[config.mk]
export PLATFORM = sky130hd
export DESIGN_NAME = sram_port_arbiter_flat
export DESIGN_NICKNAME = d
export VERILOG_FILES = /design/src/rtl/sram_port_arbiter_pkg.sv /design/src/rtl/sram_port_arbiter_if.sv /design/src/rtl/sram_port_arbiter_rr_picker.sv /design/src/rtl/sram_port_arbiter.sv /design/src/flat_wrapper.sv
export SDC_FILE = /design/constraint.sdc
export NUM_CORES = 1
export LEC_CHECK = 0
export BUFFER_PORTS_ARGS = -buffer_cell sky130_fd_sc_hd__buf_4
export CELL_PAD_IN_SITES_DETAIL_PLACEMENT = 1
export CELL_PAD_IN_SITES_GLOBAL_PLACEMENT = 2
export CORE_AREA = 2 2 79 81
export DETAILED_ROUTE_END_ITERATION = 10
export DIE_AREA = 0 0 81 83
export PLACE_DENSITY_LB_ADDON = 0.1
export SLEW_MARGIN = 20
export SYNTH_ARGS = -nofsm -noshare
export SYNTH_HDL_FRONTEND = slang
export SYNTH_HIERARCHICAL = 1
export SYNTH_SLANG_ARGS = --single-unit
[constraint.sdc]
create_clock -name clk -period 7.39 [get_ports clk]
set_clock_uncertainty 0.1 [all_clocks]
set_input_delay 0.739 -clock clk [delete_from_list [all_inputs] [get_ports clk]]
set_output_delay 0.739 -clock clk [all_outputs]
set_load 0.02 [all_outputs]
[src/rtl/sram_port_arbiter_pkg.sv]
`default_nettype none
// ============================================================================
//  Module   : sram_port_arbiter_pkg
//  Purpose  : Shared types, constants and helpers for the SRAM port arbiter.
//             Holds the arbiter state encoding, default bus widths and a
//             helper that extracts one requester's slice of a flattened bus.
//  Revision : 1.0 - initial release
// ============================================================================
package sram_port_arbiter_pkg;

    localparam int DEF_ADDR_WIDTH = 4;
    localparam int DEF_DATA_WIDTH = 8;

    // Widest slice and widest flattened bus that bus_slice() can handle.
    localparam int SLICE_MAX_W = 32;
    localparam int BUS_MAX_W   = 256;

    typedef logic [0:0] arb_state_t;
    localparam arb_state_t ARB_OPEN   = 1'b0;
    localparam arb_state_t ARB_LOCKED = 1'b1;

    // Returns bits [idx*width +: width] of a flattened bus, zero-extended.
    function automatic logic [SLICE_MAX_W-1:0] bus_slice(
        input logic [BUS_MAX_W-1:0] flat,
        input int                   idx,
        input int                   width
    );
        logic [BUS_MAX_W-1:0] shifted;
        shifted   = flat >> (idx * width);
        bus_slice = '0;
        for (int b = 0; b < SLICE_MAX_W; b++) begin
            if (b < width) begin
                bus_slice[b] = shifted[b];
            end
        end
    endfunction

endpackage
`default_nettype wire

[src/rtl/sram_port_arbiter_if.sv]
`default_nettype none
// ============================================================================
//  Module   : sram_port_arbiter_if
//  Purpose  : Bundles the requester-side and SRAM-side signals of the arbiter.
//  Ports    : req/lock/we/addr/wdata  - requester requests (flattened per id)
//             gnt/rvalid/rdata        - grants and read return to requesters
//             mem_*                   - single-port synchronous SRAM port
//  Modports : slave  - the arbiter
//             master - the requesters plus SRAM model driving the arbiter
//  Revision : 1.0 - initial release
// ============================================================================
interface sram_port_arbiter_if
    import sram_port_arbiter_pkg::*;
#(
    parameter int N_REQ      = 3,
    parameter int ADDR_WIDTH = DEF_ADDR_WIDTH,
    parameter int DATA_WIDTH = DEF_DATA_WIDTH
);
    logic [N_REQ-1:0]            req;
    logic [N_REQ-1:0]            lock;
    logic [N_REQ-1:0]            we;
    logic [N_REQ*ADDR_WIDTH-1:0] addr;
    logic [N_REQ*DATA_WIDTH-1:0] wdata;
    logic [N_REQ-1:0]            gnt;
    logic [N_REQ-1:0]            rvalid;
    logic [DATA_WIDTH-1:0]       rdata;
    logic                        mem_cs;
    logic                        mem_we;
    logic [ADDR_WIDTH-1:0]       mem_addr;
    logic [DATA_WIDTH-1:0]       mem_wdata;
    logic [DATA_WIDTH-1:0]       mem_rdata;

    modport slave (
        input  req, lock, we, addr, wdata, mem_rdata,
        output gnt, rvalid, rdata, mem_cs, mem_we, mem_addr, mem_wdata
    );

    modport master (
        output req, lock, we, addr, wdata, mem_rdata,
        input  gnt, rvalid, rdata, mem_cs, mem_we, mem_addr, mem_wdata
    );

endinterface
`default_nettype wire

[src/rtl/sram_port_arbiter_rr_picker.sv]
`default_nettype none
// ============================================================================
//  Module   : rr_picker
//  Purpose  : Combinational round-robin picker. Grants the first requester
//             with req set, searching from rr_ptr upward modulo N_REQ.
//  Ports    : req    - request vector
//             rr_ptr - highest-priority requester index
//             gnt    - one-hot (or zero when req is zero) grant
//  Revision : 1.0 - initial release
// ============================================================================
module rr_picker #(
    parameter int N_REQ = 3,
    parameter int PTR_W = 2
) (
    input  wire  [N_REQ-1:0] req,
    input  wire  [PTR_W-1:0] rr_ptr,
    output logic [N_REQ-1:0] gnt
);

    always_comb begin
        logic found;
        int   idx;
        gnt   = '0;
        found = 1'b0;
        idx   = 0;
        for (int k = 0; k < N_REQ; k++) begin
            idx = (int'(rr_ptr) + k) % N_REQ;
            if (!found && req[idx]) begin
                gnt[idx] = 1'b1;
                found    = 1'b1;
            end
        end
    end

endmodule
`default_nettype wire

[src/rtl/sram_port_arbiter.sv]
`default_nettype none
// ============================================================================
//  Module   : sram_port_arbiter
//  Purpose  : Shares one single-port synchronous SRAM (1-cycle read latency)
//             among N_REQ requesters. Round-robin per cycle, optional locked
//             bursts of up to MAX_BURST beats, read data returned one cycle
//             after issue with a per-requester valid.
//  Ports    : clk   - rising-edge clock
//             rst_n - asynchronous active-low reset
//             bus   - requester and SRAM signals (slave modport)
//  Revision : 1.0 - initial release
// ============================================================================
module sram_port_arbiter
    import sram_port_arbiter_pkg::*;
#(
    parameter int N_REQ      = 3,
    parameter int ADDR_WIDTH = DEF_ADDR_WIDTH,
    parameter int DATA_WIDTH = DEF_DATA_WIDTH,
    parameter int MAX_BURST  = 8
) (
    input wire                 clk,
    input wire                 rst_n,
    sram_port_arbiter_if.slave bus
);

    localparam int PTR_W = $clog2(N_REQ);
    localparam int CNT_W = $clog2(MAX_BURST + 1);

    arb_state_t       r_state;
    logic [PTR_W-1:0] r_rr_ptr;
    logic [PTR_W-1:0] r_owner;
    logic [PTR_W-1:0] r_rd_id;
    logic [CNT_W-1:0] r_burst_cnt;
    logic             r_rd_pend;

    logic [N_REQ-1:0]     w_pick;
    logic [N_REQ-1:0]     w_gnt;
    logic [N_REQ-1:0]     w_rvalid;
    logic [PTR_W-1:0]     w_gnt_idx;
    logic [PTR_W-1:0]     w_next_ptr;
    logic [PTR_W-1:0]     w_owner_next;
    logic                 w_any;
    logic                 w_owner_lock;
    logic [BUS_MAX_W-1:0] w_addr_flat;
    logic [BUS_MAX_W-1:0] w_wdata_flat;

    rr_picker #(
        .N_REQ (N_REQ),
        .PTR_W (PTR_W)
    ) u_rr_picker (
        .req    (bus.req),
        .rr_ptr (r_rr_ptr),
        .gnt    (w_pick)
    );

    // Grant is gated by rst_n so nothing is issued while reset is held,
    // even though the requests themselves may still be asserted.
    always_comb begin
        w_gnt = '0;
        if (rst_n) begin
            if (r_state == ARB_LOCKED) begin
                if (bus.req[r_owner]) begin
                    w_gnt[r_owner] = 1'b1;
                end
            end else begin
                w_gnt = w_pick;
            end
        end
    end

    always_comb begin
        w_gnt_idx = '0;
        for (int k = 0; k < N_REQ; k++) begin
            if (w_gnt[k]) begin
                w_gnt_idx = PTR_W'(k);
            end
        end
    end

    assign w_any        = |w_gnt;
    assign w_owner_lock = bus.lock[r_owner];
    assign w_next_ptr   = (w_gnt_idx == PTR_W'(N_REQ - 1)) ? '0 : w_gnt_idx + PTR_W'(1);
    assign w_owner_next = (r_owner == PTR_W'(N_REQ - 1)) ? '0 : r_owner + PTR_W'(1);

    assign w_addr_flat  = BUS_MAX_W'(bus.addr);
    assign w_wdata_flat = BUS_MAX_W'(bus.wdata);

    assign bus.gnt       = w_gnt;
    assign bus.mem_cs    = w_any;
    assign bus.mem_we    = w_any & bus.we[w_gnt_idx];
    assign bus.mem_addr  = w_any ? ADDR_WIDTH'(bus_slice(w_addr_flat, int'(w_gnt_idx), ADDR_WIDTH))
                                 : '0;
    assign bus.mem_wdata = w_any ? DATA_WIDTH'(bus_slice(w_wdata_flat, int'(w_gnt_idx), DATA_WIDTH))
                                 : '0;

    always_comb begin
        w_rvalid = '0;
        if (r_rd_pend) begin
            w_rvalid[r_rd_id] = 1'b1;
        end
    end

    assign bus.rvalid = w_rvalid;
    assign bus.rdata  = bus.mem_rdata;

    always_ff @(posedge clk or negedge rst_n) begin
        if (!rst_n) begin
            r_state     <= ARB_OPEN;
            r_rr_ptr    <= '0;
            r_owner     <= '0;
            r_burst_cnt <= '0;
            r_rd_pend   <= 1'b0;
            r_rd_id     <= '0;
        end else begin
            r_rd_pend <= w_any & ~bus.we[w_gnt_idx];
            if (w_any) begin
                r_rd_id <= w_gnt_idx;
            end
            case (r_state)
                ARB_OPEN: begin
                    if (w_any) begin
                        r_rr_ptr <= w_next_ptr;
                        if ((MAX_BURST > 1) && bus.lock[w_gnt_idx]) begin
                            r_state     <= ARB_LOCKED;
                            r_owner     <= w_gnt_idx;
                            r_burst_cnt <= CNT_W'(1);
                        end
                    end
                end
                ARB_LOCKED: begin
                    // In this state a grant can only go to the owner, so
                    // w_any means "owner still requesting".
                    if (w_any && w_owner_lock && (r_burst_cnt < CNT_W'(MAX_BURST - 1))) begin
                        r_burst_cnt <= r_burst_cnt + CNT_W'(1);
                    end else begin
                        // Final beat or owner dropped req: reopen arbitration
                        // with the owner's successor first in line.
                        r_state     <= ARB_OPEN;
                        r_rr_ptr    <= w_owner_next;
                        r_burst_cnt <= '0;
                    end
                end
                default: begin
                    r_state <= ARB_OPEN;
                end
            endcase
        end
    end

    a_gnt_onehot0: assert property (@(posedge clk) disable iff (!rst_n) $onehot0(w_gnt));
    a_rvalid_onehot0: assert property (@(posedge clk) disable iff (!rst_n) $onehot0(w_rvalid));
    a_cs_matches_gnt: assert property (@(posedge clk) disable iff (!rst_n) bus.mem_cs == (|w_gnt));

endmodule
`default_nettype wire

[src/flat_wrapper.sv]
// flat-port wrapper written by rule: the top's interface ports become plain ports
module sram_port_arbiter_flat import sram_port_arbiter_pkg::*;
#(
    parameter int N_REQ      = 3,
    parameter int ADDR_WIDTH = DEF_ADDR_WIDTH,
    parameter int DATA_WIDTH = DEF_DATA_WIDTH,
    parameter int MAX_BURST  = 8
)
  (clk, rst_n, bus_req, bus_lock, bus_we, bus_addr, bus_wdata, bus_mem_rdata, bus_gnt, bus_rvalid, bus_rdata, bus_mem_cs, bus_mem_we, bus_mem_addr, bus_mem_wdata);
  sram_port_arbiter_if #(.N_REQ(N_REQ), .ADDR_WIDTH(ADDR_WIDTH), .DATA_WIDTH(DATA_WIDTH)) bus_i ();
  input wire clk;
  input wire rst_n;
  input wire logic [$bits(bus_i.req)-1:0] bus_req;
  input wire logic [$bits(bus_i.lock)-1:0] bus_lock;
  input wire logic [$bits(bus_i.we)-1:0] bus_we;
  input wire logic [$bits(bus_i.addr)-1:0] bus_addr;
  input wire logic [$bits(bus_i.wdata)-1:0] bus_wdata;
  input wire logic [$bits(bus_i.mem_rdata)-1:0] bus_mem_rdata;
  output wire logic [$bits(bus_i.gnt)-1:0] bus_gnt;
  output wire logic [$bits(bus_i.rvalid)-1:0] bus_rvalid;
  output wire logic [$bits(bus_i.rdata)-1:0] bus_rdata;
  output wire logic [$bits(bus_i.mem_cs)-1:0] bus_mem_cs;
  output wire logic [$bits(bus_i.mem_we)-1:0] bus_mem_we;
  output wire logic [$bits(bus_i.mem_addr)-1:0] bus_mem_addr;
  output wire logic [$bits(bus_i.mem_wdata)-1:0] bus_mem_wdata;
  assign bus_i.req = bus_req;
  assign bus_i.lock = bus_lock;
  assign bus_i.we = bus_we;
  assign bus_i.addr = bus_addr;
  assign bus_i.wdata = bus_wdata;
  assign bus_i.mem_rdata = bus_mem_rdata;
  assign bus_gnt = bus_i.gnt;
  assign bus_rvalid = bus_i.rvalid;
  assign bus_rdata = bus_i.rdata;
  assign bus_mem_cs = bus_i.mem_cs;
  assign bus_mem_we = bus_i.mem_we;
  assign bus_mem_addr = bus_i.mem_addr;
  assign bus_mem_wdata = bus_i.mem_wdata;
  sram_port_arbiter #(.N_REQ(N_REQ), .ADDR_WIDTH(ADDR_WIDTH), .DATA_WIDTH(DATA_WIDTH), .MAX_BURST(MAX_BURST)) u_core (.clk(clk), .rst_n(rst_n), .bus(bus_i));
endmodule
* After elaboration in Yosys (flattened, before gate mapping)
Cells that the tools add are included.
** Operators by class
- Add/subtract/negate cells :: 5
- Multiplexer cells :: 53
- Bitwise logic cells :: 6
- Reductions and logical operators :: 15
- Magnitude comparators :: 12
- Shifts and indexed selects :: 2
- Equality and inequality tests :: 5
- Divide/modulo/power cells :: 3
** Operators by type and width (number)
- 32-bit by 1-bit >= comparator with 1-bit output (second input constant) :: 3
- 32-bit by 4-bit < comparator with 1-bit output (second input constant) :: 3
- 32-bit by 3-bit modulo with 32-bit output (second input constant) :: 2
- 3-bit by 3-bit modulo with 32-bit output (second input constant) :: 1
- 24-bit by 5-bit >> shifter with 8-bit output :: 1
- 1-bit two-way mux :: 21
- 3-bit two-way mux :: 7
- 4-bit two-way mux :: 4
- 1-bit binary-select mux with 2-bit select :: 7
- 12-bit by 4-bit >> shifter with 4-bit output :: 1
- 1-bit demux with 2-bit select :: 5
- 2-bit two-way mux :: 5
- 1-bit logical AND :: 9
- 2-bit by 3-bit < comparator with 1-bit output (second input constant) :: 3
- 8-bit two-way mux :: 1
- 4-bit case mux with 2 select lines :: 1
- 3-bit OR :: 2
- 2-bit by 1-bit adder with 2-bit output (second input constant) :: 2
- 4-bit by 1-bit adder with 4-bit output (second input constant) :: 1
- 2-bit equality test (second input constant) :: 2
- 2-bit by 1-bit >= comparator with 1-bit output (second input constant) :: 2
- 4-bit by 3-bit < comparator with 1-bit output (second input constant) :: 1
- 2-bit by 1-bit inequality test with 1-bit output (second input constant) :: 2
- 2-bit case mux with 2 select lines :: 1
- other kinds (10) :: 14
** Word-level totals
- Output and inout port bits :: 28
- Register bits :: 12
- Word-level logic and storage cells :: 107

* Depth between registers and ports, before layout
Gate-level depths: netlist of run 1.
- Depth after elaboration :: 20
- Depth in mapped cells :: 13
- Depth with buffers taken out :: 11

* Cells and area by module
Netlist of run 1, hierarchy kept.
** By module, submodules not included
- sram_port_arbiter :: seq. area each 300.3 um^2, cells each 135, instances 1, area each 1106.1 um^2
- rr_picker :: seq. area each 0.0 um^2, cells each 35, instances 1, area each 265.3 um^2

* Least setup slack after synthesis of run 1
No wires, ideal clock.
- Path type :: register to output
- Start point :: register u_core.r_rr_ptr[0]
- End point :: output bus_mem_addr[0]
- Arrival :: 2.823 ns
- Cell stages (with the launch flop) :: 13
- Path slack :: 3.728 ns
- Cells stage by stage :: dfrtp_1 inv_1 ha_1 buf_4 and4bb_2 a311o_1 nand3_1 o221ai_1 and2b_1 o21ai_2 nand3_1 clkbuf_1 o21ai_0
** On the way
- Elaborated cells between the ends (all ways) :: 47
** RTL lines
- start: declaration :: line sram_port_arbiter.sv:30 : logic [PTR_W-1:0] r_rr_ptr;
- start signal: assignment :: line sram_port_arbiter.sv:122 : r_rr_ptr <= w_next_ptr;
- start signal: assignment :: line sram_port_arbiter.sv:139 : r_rr_ptr <= w_owner_next;
- parallel branches: the longest is 10 deep, another holds 32-bit by 3-bit modulo with 32-bit output
- 3-bit two-way mux * :: line sram_port_arbiter_rr_picker.sv:28 : if (!found && req[idx]) begin
- via u_core.w_pick[2] :: line sram_port_arbiter.sv:36 : logic [N_REQ-1:0] w_pick;
- 3-bit two-way mux * :: line sram_port_arbiter.sv:61 : if (r_state == ARB_LOCKED) begin
- 3-bit two-way mux * :: line sram_port_arbiter.sv:60 : if (rst_n) begin
- 2-bit two-way mux :: line sram_port_arbiter.sv:74 : if (w_gnt[k]) begin
- 12-bit by 4-bit >> shifter with 4-bit output :: line sram_port_arbiter_pkg.sv:29 : shifted = flat >> (idx * width);
- 4-bit two-way mux * :: line sram_port_arbiter.sv:91 : assign bus.mem_addr = w_any ? ADDR_WIDTH'(bus_slice(w_addr_flat, int'(w_gnt_idx), ADDR_WIDTH))
- end: declaration :: line flat_wrapper.sv:24 : output wire logic [$bits(bus_i.mem_addr)-1:0] bus_mem_addr;
Mark *: on every way through the listed nets, which the timed path passes. The select of a mux whose other input is x is not followed.

* Worst setup path after layout of run 1
- Start point :: register u_core.r_rr_ptr[0]
- End point :: output bus_mem_wdata[0]
** On the way
- Elaborated cells between the ends (all ways) :: 47
** RTL lines
- parallel branches: the longest is 10 deep, another holds 32-bit by 3-bit modulo with 32-bit output
- 3-bit two-way mux * :: line sram_port_arbiter_rr_picker.sv:28
- via u_core.w_pick[2] :: line sram_port_arbiter.sv:36
- 3-bit two-way mux * :: line sram_port_arbiter.sv:61
- 3-bit two-way mux * :: line sram_port_arbiter.sv:60
- 2-bit two-way mux :: line sram_port_arbiter.sv:74
- 24-bit by 5-bit >> shifter with 8-bit output :: line sram_port_arbiter_pkg.sv:29
- 8-bit two-way mux * :: line sram_port_arbiter.sv:93 : assign bus.mem_wdata = w_any ? DATA_WIDTH'(bus_slice(w_wdata_flat, int'(w_gnt_idx), DATA_WIDTH))
- end: declaration :: line flat_wrapper.sv:25 : output wire logic [$bits(bus_i.mem_wdata)-1:0] bus_mem_wdata;
Marked as above.

==> flow_metrics.env, run 1 <==
export IMPL_hp_class="in -> async"
export IMPL_first_pass_iters=4
export IMPL_nets=284
export IMPL_fin_crit_sh=0.597
export IMPL_routed_via_density=5.09
export IMPL_syn_area_per_cell_um2=8.07
export IMPL_fmax_ghz=0.227
export IMPL_synthesis_area_um2=1370
export IMPL_startpoint_type="flop"
export IMPL_postSynthNetCount=230
export IMPL_antenna_found_initial=0
export IMPL_endpoint_kind="output pin"
export IMPL_dominantRegCellSynth="dfrtp_1"
export IMPL_cap_violations=0
export IMPL_vdd_ir_drop_max_mv=0.113
export IMPL_setup_viol=0
export IMPL_cts_tree="yes"
export IMPL_critPathKind="reg -> out"
export IMPL_ys_seq_area_frac=0.219
export IMPL_ys_warn_count=6
export IMPL_fp_dieH_um=83
export IMPL_clk_insertion_delay_late_ns=0.24
export IMPL_whs_ns=0.276
export IMPL_routedWlPerCell_um=15.8
export IMPL_power_total_uw=644
export IMPL_cts_resized=0
export IMPL_worst_pin_slew_ns=0.984
export IMPL_num_vias=1516
export IMPL_drtAntennaViolNets=0
export IMPL_final_cell_area_um2=1910
export IMPL_drtIter0Drc=60
export IMPL_wirelength_um=4710
export IMPL_dp_hpwl_um=3830
export IMPL_synth_seq_cells=12
export IMPL_grt_usage=0.145
export IMPL_synthToLayoutAreaGrowth_pct=39.0
export IMPL_slew_viol_final=0
export IMPL_grt_max_degree=25
export IMPL_yosysUniqueCellTypes=47
export IMPL_htreeDepth=1
export IMPL_drive_above_1_share=0.377
export IMPL_core_area_um2=5820
export IMPL_p_per_area_nw_per_um2=338
export IMPL_synth_edff_count=0
export IMPL_port_buffers=66
export IMPL_place_gp_congestion=0.770
export IMPL_fin_crit_ns=4.41
export IMPL_num_io_pins=83
export IMPL_dieArea_um2=6720
export IMPL_cts_clk_slew_worst_paths_ns=0.05
export IMPL_grt_pass1_vias=1590
export IMPL_cp_max_fo=12
export IMPL_overflow=0
export IMPL_post_cts_setup_buffers=0
export IMPL_die_w_um=81
export IMPL_synthCells=170
export IMPL_final_hold_violation_count=0
export IMPL_status="complete, no violations"
export IMPL_cts_made_buffers=3
export IMPL_placedInstanceArea_um2=1850
export IMPL_rsz0062_at_grt="false"
export IMPL_cp_required_ns=6.55
export IMPL_initial_core_util=0.236
export IMPL_holdBufCountCts=0
export IMPL_antenna_cells=0
export IMPL_rows=28
export IMPL_p_leak_nw=0.969
export IMPL_drc=0
export IMPL_clockRootBuffer="clkbuf_8"
export IMPL_cts_sinks=12
export IMPL_cp_data_arrival_time_ns=3.57
export IMPL_slew_headroom=0.344
export IMPL_setup_tns_final_ns=0
export IMPL_cts_buffer_depth=2
export IMPL_grt_pass1_wl_um=7850
export IMPL_async_reset_ff_frac=1.00
layout make-up:
type	instances	area, µm²
Sequential cell	12	300
Fill cell	745	3910
Clock buffer	4	55.1
Inverter	10	37.5
Tap cell	75	93.8
Timing Repair Buffer	66	495
Multi-Input combinational cell	131	923
stage by stage:
stage	setup slack (ns)	util	instances
2_1_floorplan	3.73	-	170
4_1_cts	2.93	0.328	298
5_1_grt	2.66	0.328	298
3_5_place_dp	3.22	0.318	294
3_3_place_gp	3.34	0.318	294
6_report	2.98	0.328	298
per-layer routing:
| metal | vias up | track usage | wire length (µm) |
|---|---|---|---|
| li1 | 715 | - | - |
| met1 | 725 | 0.188 | 1980 |
| met2 | 68 | 0.237 | 2290 |
| met3 | 8 | 0.0359 | 393 |
| met4 | 0 | 0.0385 | 45 |
| met5 | - | 0 | 0 |
Yosys cell counts, types with 2 or more instances:
library cell | instances | area, µm²
o21ai_2 | 2 | 17.5
clkbuf_1 | 4 | 15.0
a32oi_1 | 2 | 17.5
o211ai_1 | 4 | 30.0
o22ai_1 | 2 | 12.5
or2b_1 | 2 | 15.0
and3b_1 | 3 | 26.3
dfrtp_1 | 12 | 300
nor2b_1 | 3 | 18.8
nand3b_1 | 3 | 22.5
a21o_1 | 2 | 15.0
inv_2 | 2 | 7.51
and2b_2 | 2 | 17.5
a211oi_1 | 3 | 22.5
o21ai_1 | 5 | 25.0
a31oi_1 | 2 | 12.5
o21ai_0 | 15 | 75.1
nand2_1 | 22 | 82.6
nand3_1 | 5 | 25.0
a21oi_1 | 4 | 20.0
buf_4 | 12 | 90.1
inv_1 | 8 | 30.0
ha_1 | 5 | 62.6
o221ai_1 | 2 | 17.5
nor2_1 | 5 | 18.8
mux2i_1 | 18 | 180
kinds of logic (layout without fill, tap and decap cells):
| group | Yosys count | in the layout | share of synthesized area |
|---|---|---|---|
| flops | 12 | 12 | 0.219 |
| simple gates | 55 | 55 | 0.231 |
| compound gates | 51 | 51 | 0.246 |
| fa+ha+maj | 5 | 5 | 0.0456 |
| buf+inv | 27 | 80 | 0.108 |
| mux | 20 | 20 | 0.151 |
power breakdown:
group          internal [mW]  leakage [nW]  switching, mW
logic                  0.192         0.782          0.270
clock network         0.0471        0.0288         0.0243
registers             0.0853         0.158         0.0249
total                  0.325         0.969          0.319
path summary, 6_finish.rpt:
path | from | end | slack (ns) | cells after the start
hold / removal | rst_n | u_core/r_rd_id[1]$_DFFE_PN0P_ | 0.28 | 1
hold reg to reg | u_core/r_rd_id[0]$_DFFE_PN0P_ | u_core/r_rd_id[0]$_DFFE_PN0P_ | 0.44 | 1
max in group asynchronous | rst_n | u_core/r_rr_ptr[1]$_DFFE_PN0P_ | 6.69 | 1
min in group clk | u_core/r_rd_id[0]$_DFFE_PN0P_ | u_core/r_rd_id[0]$_DFFE_PN0P_ | 0.44 | 1
setup / recovery | u_core/r_rr_ptr[0]$_DFFE_PN0P_ | bus_mem_wdata[0] | 2.98 | 11
setup reg to reg | u_core/r_rr_ptr[0]$_DFFE_PN0P_ | u_core/r_rr_ptr[1]$_DFFE_PN0P_ | 3.98 | 11
worst max-delay path: stages (launching register included):
cell and delay, ns:
dfrtp_1 0.42, inv_1 0.09, ha_1 0.45, and4bb_2 0.26, a311o_1 0.34, nand3_1 0.09, o221ai_1 0.21, and2b_1 0.26
o21ai_2 0.25, nand3_1 0.42, o21ai_0 0.34, buf_4 0.19
state kept, by name (all words and copies together), names as in the netlist:
signal              flops
u_core/r_burst_cnt      4
u_core/r_owner          2
u_core/r_rd_id          2
u_core/r_rr_ptr         2
u_core/r_rd_pend        1
u_core/r_state          1
cells in the final DEF (no fill, tap or decap), types with 2 or more instances in the layout:
| master | instances |
|---|---|
| nor2_1 | 5 |
| and2b_2 | 2 |
| a211oi_1 | 3 |
| a31oi_1 | 2 |
| nand3b_1 | 3 |
| o211ai_1 | 4 |
| o21ai_0 | 15 |
| buf_4 | 66 |
| a32oi_1 | 2 |
| a21oi_1 | 4 |
| nand3_1 | 5 |
| or2b_1 | 2 |
| o21ai_2 | 2 |
| inv_1 | 8 |
| mux2i_1 | 18 |
| nor2b_1 | 3 |
| o22ai_1 | 2 |
| o221ai_1 | 2 |
| inv_2 | 2 |
| dfrtp_1 | 12 |
| clkbuf_8 | 4 |
| and3b_1 | 3 |
| nand2_1 | 22 |
| ha_1 | 5 |
| a21o_1 | 2 |
| o21ai_1 | 5 |
(Power assumes the default switching activity.)
==> run 2, diff against run 1 <==
CORE_AREA = 2 2 86 88   (was 2 2 79 81)
DIE_AREA = 0 0 88 90   (was 0 0 81 83)
clock period = 3.75 ns   (was 7.39 ns; I/O delays follow)
==> flow_metrics.env, run 2 (synthesis gave the netlist of run 1 again) <==
export IMPL_status="complete, no violations"
export IMPL_grt_max_degree=25
export IMPL_critPathBufInv=2
export IMPL_nets=289
export IMPL_core_area_um2=7020
export IMPL_routedWlPerCell_um=15.1
export IMPL_grtUsageMet1=0.153
export IMPL_drive_above_1_share=0.425
export IMPL_slew_headroom=0.696
export IMPL_port_buffers=66
export IMPL_fill_cells=848
export IMPL_antenna_found_initial=0
export IMPL_cp_max_fo=10
export IMPL_drtAntennaViolNets=0
export IMPL_setup_tns_final_ns=0
export IMPL_overflow=0
export IMPL_routed_via_density=4.59
export IMPL_final_cell_mix="buf_4, nand2_1, mux2i_1"
export IMPL_synthToLayoutAreaGrowth_pct=49.7
export IMPL_first_pass_iters=4
export IMPL_wirelength_um=4940
export IMPL_met2_usage=0.221
export IMPL_fmax_ghz=0.282
export IMPL_dp_hpwl_um=4020
export IMPL_cts_clk_slew_worst_paths_ns=0.05
export IMPL_grt_pass1_wl_um=7930
export IMPL_dieArea_um2=7920
export IMPL_setup_viol=0
export IMPL_busiest_layer="met2"
export IMPL_grt_pass1_vias=1610
export IMPL_p_comb_frac=0.741
export IMPL_fp_dieH_um=90
export IMPL_fin_crit_ns=3.55
export IMPL_final_hold_violation_count=0
export IMPL_p_leak_nw=1.00
export IMPL_p_per_area_nw_per_um2=673
export IMPL_hp_class="reg -> reg"
export IMPL_num_vias=1500
export IMPL_rows=31
export IMPL_cts_buffer_depth=2
export IMPL_slowest_stage="dfrtp_1"
export IMPL_p_sw_frac=0.489
export IMPL_largest_reg_flops=4
export IMPL_critPathKind="reg -> out"
export IMPL_cts_tree="yes"
export IMPL_slowest_delay_ns=0.42
export IMPL_worst_pin_slew_ns=0.453
export IMPL_cp_data_arrival_time_ns=3.07
export IMPL_power_switching_uw=675
export IMPL_critPathTopFamily="compound AO/OA/AOI/OAI gates"
export IMPL_cts_sinks=12
export IMPL_clk_insertion_delay_late_ns=0.24
export IMPL_num_io_pins=83
export IMPL_place_gp_congestion=0.773
export IMPL_slew_viol_final=0
export IMPL_grt_usage=0.125
export IMPL_vdd_ir_drop_max_mv=0.234
export IMPL_cts_made_buffers=3
export IMPL_globalRouteMet3Util=0.0239
export IMPL_fin_crit_sh=0.946
export IMPL_power_internal_uw=706
export IMPL_drc=0
export IMPL_cap_violations=0
export IMPL_final_common_cell="buf_4"
export IMPL_endpoint_kind="output pin"
export IMPL_htreeDepth=1
export IMPL_cp_cell_sequence="inv_1 > ha_4 > and4bb_2 > a311o_1 > nand3_1 > o221ai_2 > and2b_1 > o21ai_4 > nor2_1 > a31oi_2 > nor2b_1 > buf_4"
export IMPL_drtIter0Drc=46
export IMPL_p_seq_frac=0.159
export IMPL_startpoint_type="flop"
export IMPL_clkPwrFrac=0.101
export IMPL_antenna_cells=0
export IMPL_clockRootBuffer="clkbuf_8"
export IMPL_die_w_um=88
export IMPL_cp_required_ns=3.27
export IMPL_initial_core_util=0.195
export IMPL_rsz0062_at_grt="false"
export IMPL_regMostFlops="u_core/r_burst_cnt"
export IMPL_postLayoutCoreUtil=0.292
run 2: worst paths after layout:
kind | slack (ns) | from | to | cells past startpoint
worst max-delay path | 0.20 | u_core/r_rr_ptr[0]$_DFFE_PN0P_ | bus_mem_we | 12
worst min-delay path | 0.42 | u_core/r_rd_id[1]$_DFFE_PN0P_ | u_core/r_rd_id[1]$_DFFE_PN0P_ | 1
worst max register to register | 0.54 | u_core/r_rr_ptr[0]$_DFFE_PN0P_ | u_core/r_rr_ptr[1]$_DFFE_PN0P_ | 11
worst min register to register | 0.42 | u_core/r_rd_id[1]$_DFFE_PN0P_ | u_core/r_rd_id[1]$_DFFE_PN0P_ | 1
max in group asynchronous | 2.83 | rst_n | u_core/r_owner[0]$_DFFE_PN0P_ | 2
min in group asynchronous | 0.47 | rst_n | u_core/r_burst_cnt[2]$_DFFE_PN0P_ | 2
run 2: worst register-to-register path, delay by kind of cell (launching register included):
family | cells | cell delay [ns]
adder cells (fa/ha/maj) | 1 | 0.33
buffers and inverters | 1 | 0.12
AO/OA/AOI/OAI | 3 | 0.71
AND/OR/NAND/NOR | 5 | 1.06
multiplexers | 1 | 0.35
flip-flops | 1 | 0.42
run 2: timing repair:
item	4_1_cts	5_1_grt
endpoints found under the setup margin	14	15
gates resized for setup	6	11
buffers inserted	0	2
hold endpoints to repair	12	0
gates cloned	0	0
pin swaps	0	2
hold buffers	1	0
run 2: area by class of cell:
type                            instances  area, µm²  share of cell area
Inverter                               10       40.0              0.0195
Timing Repair Buffer                   71        536               0.261
Clock buffer                            4       55.1              0.0268
Sequential cell                        12        300               0.146
Multi-Input combinational cell        131        998               0.486
Tap cell                               99        124              0.0603
run 2: power by group through the flow:
stage | clock (mW) | sequential (mW) | combinational, mW
floorplan | 0 | 0.198 | 0.644
global placement | 0 | 0.216 | 0.913
detailed placement | 0 | 0.219 | 0.928
CTS | 0.146 | 0.217 | 0.964
global route | 0.154 | 0.227 | 1.11
finish | 0.139 | 0.219 | 1.02
run 2: per-stage QoR:
stage | hold slack (ns) | area [µm²] | std cells | power, mW | worst slack, ns
final | 0.424 | 2050 | 327 | 1.38 | 0.202
after CTS | 0.429 | 1990 | 325 | 1.33 | 0.0241
after global routing | 0.455 | 2050 | 327 | 1.49 | 0.0293
after global placement | 0.172 | 1900 | 320 | 1.13 | 0.159
after floorplan | -0.0206 | 1370 | 170 | 0.842 | 0.452
after detailed placement | 0.178 | 1900 | 320 | 1.15 | 0.0479
run 2: metal layers:
layer | wire, µm | share of wire
met3 | 191 | 0.039
met2 | 2620 | 0.53
met4 | 71 | 0.014
met5 | 0 | 0
met1 | 2060 | 0.42
==> run 3, diff against run 2 <==
clock period = 2.94 ns   (was 3.75 ns; I/O delays follow)
==> flow_metrics.env, run 3 (synthesis gave the netlist of run 1 again) <==
export IMPL_cts_sinks=12
export IMPL_hp_class="in -> async"
export IMPL_wirelength_um=5800
export IMPL_power_total_mw=2.83
export IMPL_placedInstanceArea_um2=2220
export IMPL_antenna_cells=0
export IMPL_fill_cells=810
export IMPL_grt_pass1_vias=1924
export IMPL_fin_ws_ns=-0.216
export IMPL_final_common_cell="buf_4"
export IMPL_setup_tns_final_ns=-3.10
export IMPL_synthToLayoutAreaGrowth_pct=104
export IMPL_endpoint_kind="output pin"
export IMPL_drtIter0Drc=45
export IMPL_initial_core_util=0.195
export IMPL_num_io_pins=83
export IMPL_worst_pin_slew_ns=0.603
export IMPL_reg2regPathDepth=16
export IMPL_slew_headroom=0.598
export IMPL_drtAntennaViolNets=0
export IMPL_p_leak_nw=1.30
export IMPL_core_area_um2=7020
export IMPL_timing_rr_end="u_core/r_rr_ptr[1]$_DFFE_PN0P_"
export IMPL_cp_cell_sequence="inv_2 > ha_4 > and4bb_2 > a311o_1 > nand3_1 > o221ai_2 > and2b_2 > o21ai_4 > nand3_4 > buf_12 > o21ai_4 > buf_6"
export IMPL_num_vias=1663
export IMPL_whs_ns=0.401
export IMPL_place_ws_ns=-0.176
export IMPL_slowest_stage="dfrtp_1"
export IMPL_cts_made_buffers=3
export IMPL_first_pass_iters=4
export IMPL_dieArea_um2=7920
export IMPL_htreeDepth=1
export IMPL_grt_usage=0.148
export IMPL_violations="setup timing"
export IMPL_rrSetupSlack_ns=-0.13
export IMPL_rsz0062_at_grt="true"
export IMPL_rows=31
export IMPL_clk_insertion_delay_late_ns=0.24
export IMPL_largest_reg_flops=4
export IMPL_cts_buffer_depth=2
export IMPL_vdd_ir_drop_max_mv=0.355
export IMPL_setup_viol=19
export IMPL_cp_required_ns=2.55
export IMPL_overflow=0
export IMPL_cts_clk_slew_worst_paths_ns=0.05
export IMPL_postLayoutCoreUtil=0.398
export IMPL_antenna_found_initial=0
export IMPL_regMostFlops="u_core/r_burst_cnt"
export IMPL_die_w_um=88
export IMPL_final_cell_area_um2=2790
export IMPL_cpMostUsedCell="o21ai_4"
export IMPL_cp_data_arrival_time_ns=2.76
export IMPL_power_switching_mw=1.21
export IMPL_status="finished with violations"
export IMPL_fmax_ghz=0.317
export IMPL_clockRootBuffer="clkbuf_8"
export IMPL_final_instance_count_excl_fill=365
export IMPL_grt_pass1_wl_um=9520
export IMPL_routed_via_density=4.56
export IMPL_fin_crit_sh=1.07
export IMPL_p_seq_frac=0.098
export IMPL_dp_cells=343
export IMPL_grt_max_degree=25
export IMPL_p_per_area_nw_per_um2=1020
export IMPL_cts_tree="yes"
export IMPL_routedWlPerCell_um=15.9
export IMPL_p_comb_frac=0.839
export IMPL_fin_crit_ns=3.16
export IMPL_port_buffers=66
export IMPL_cp_startpoint="u_core/r_rr_ptr[0]$_DFFE_PN0P_"
export IMPL_cp_max_fo=6
export IMPL_drive_above_1_share=0.643
export IMPL_fp_dieH_um=90
export IMPL_slew_viol_final=0
export IMPL_dp_hpwl_um=4280
export IMPL_slowest_delay_ns=0.38
export IMPL_critPathKind="reg -> out"
export IMPL_cap_violations=0
export IMPL_p_sw_frac=0.427
export IMPL_startpoint_type="flop"
export IMPL_clkPwrFrac=0.063
export IMPL_place_gp_congestion=0.851
export IMPL_final_cell_mix="buf_4, buf_6, mux2i_1"
export IMPL_reg2reg_from="u_core/r_rr_ptr[0]$_DFFE_PN0P_"
export IMPL_drc=0
export IMPL_nets=327
export IMPL_power_internal_mw=1.62
export IMPL_final_hold_violation_count=0
-- run 3: cell types whose count changed in the layout (fill, tap and decap cells not counted), moves of 7 or more --
cell,change
buf_4,+7
o21ai_0,-7
nand2_1,-11
o21ai_4,+11
buf_6,+25
nand2_2,+11
-- run 3: routing by layer --
metal,share of wire,vias up,track usage
li1,-,803,-
met1,0.41,830,0.180
met2,0.56,28,0.278
met3,0.027,2,0.0248
met4,0.0014,0,0.00769
met5,0,-,0
-- run 3: worst max-delay path by stage --
stage | to | slack [ns] | cells past startpoint
after floorplan | bus_mem_addr[0] | -0.1 | 12
after global placement | bus_mem_cs | -0.09 | 13
after detailed placement | bus_mem_addr[3] | -0.18 | 12
after CTS | bus_mem_wdata[2] | -0.23 | 13
after global routing | bus_mem_wdata[1] | -0.34 | 12
final | bus_mem_wdata[3] | -0.22 | 12
-- run 3: power groups by stage --
stage               clock [mW]  combinational [mW]  sequential, mW
CTS                      0.185                2.21           0.274
finish                   0.179                2.38           0.279
floorplan                    0               0.954           0.253
global placement             0                1.57           0.269
detailed placement           0                1.59           0.273
global route             0.195                2.54           0.288
-- run 3: layout make-up --
class | count | area [µm²] | share of cell area
multi-input combinational | 131 | 1270 | 0.455
timing repair buffer | 109 | 1000 | 0.358
sequential | 12 | 300 | 0.108
tap | 99 | 124 | 0.0444
clock buffer | 4 | 55.1 | 0.0197
inverter | 10 | 42.5 | 0.0152
-- run 3: what timing repair did --
item,in CTS,in global routing
setup buffers,19,1
hold buffers,1,0
setup endpoints to repair,29,27
resized for setup,62,20
pin swaps,15,8
hold endpoints to repair,12,0
gates cloned,2,0
-- run 3: worst max-delay path, delay by kind of cell, from the launching register on --
kind                     cells  cell delay, ns
AND/OR/NAND/NOR              4            0.70
adder cells (fa/ha/maj)      1            0.27
buffers and inverters        3            0.39
flip-flops                   1            0.38
AO/OA/AOI/OAI                4            0.77
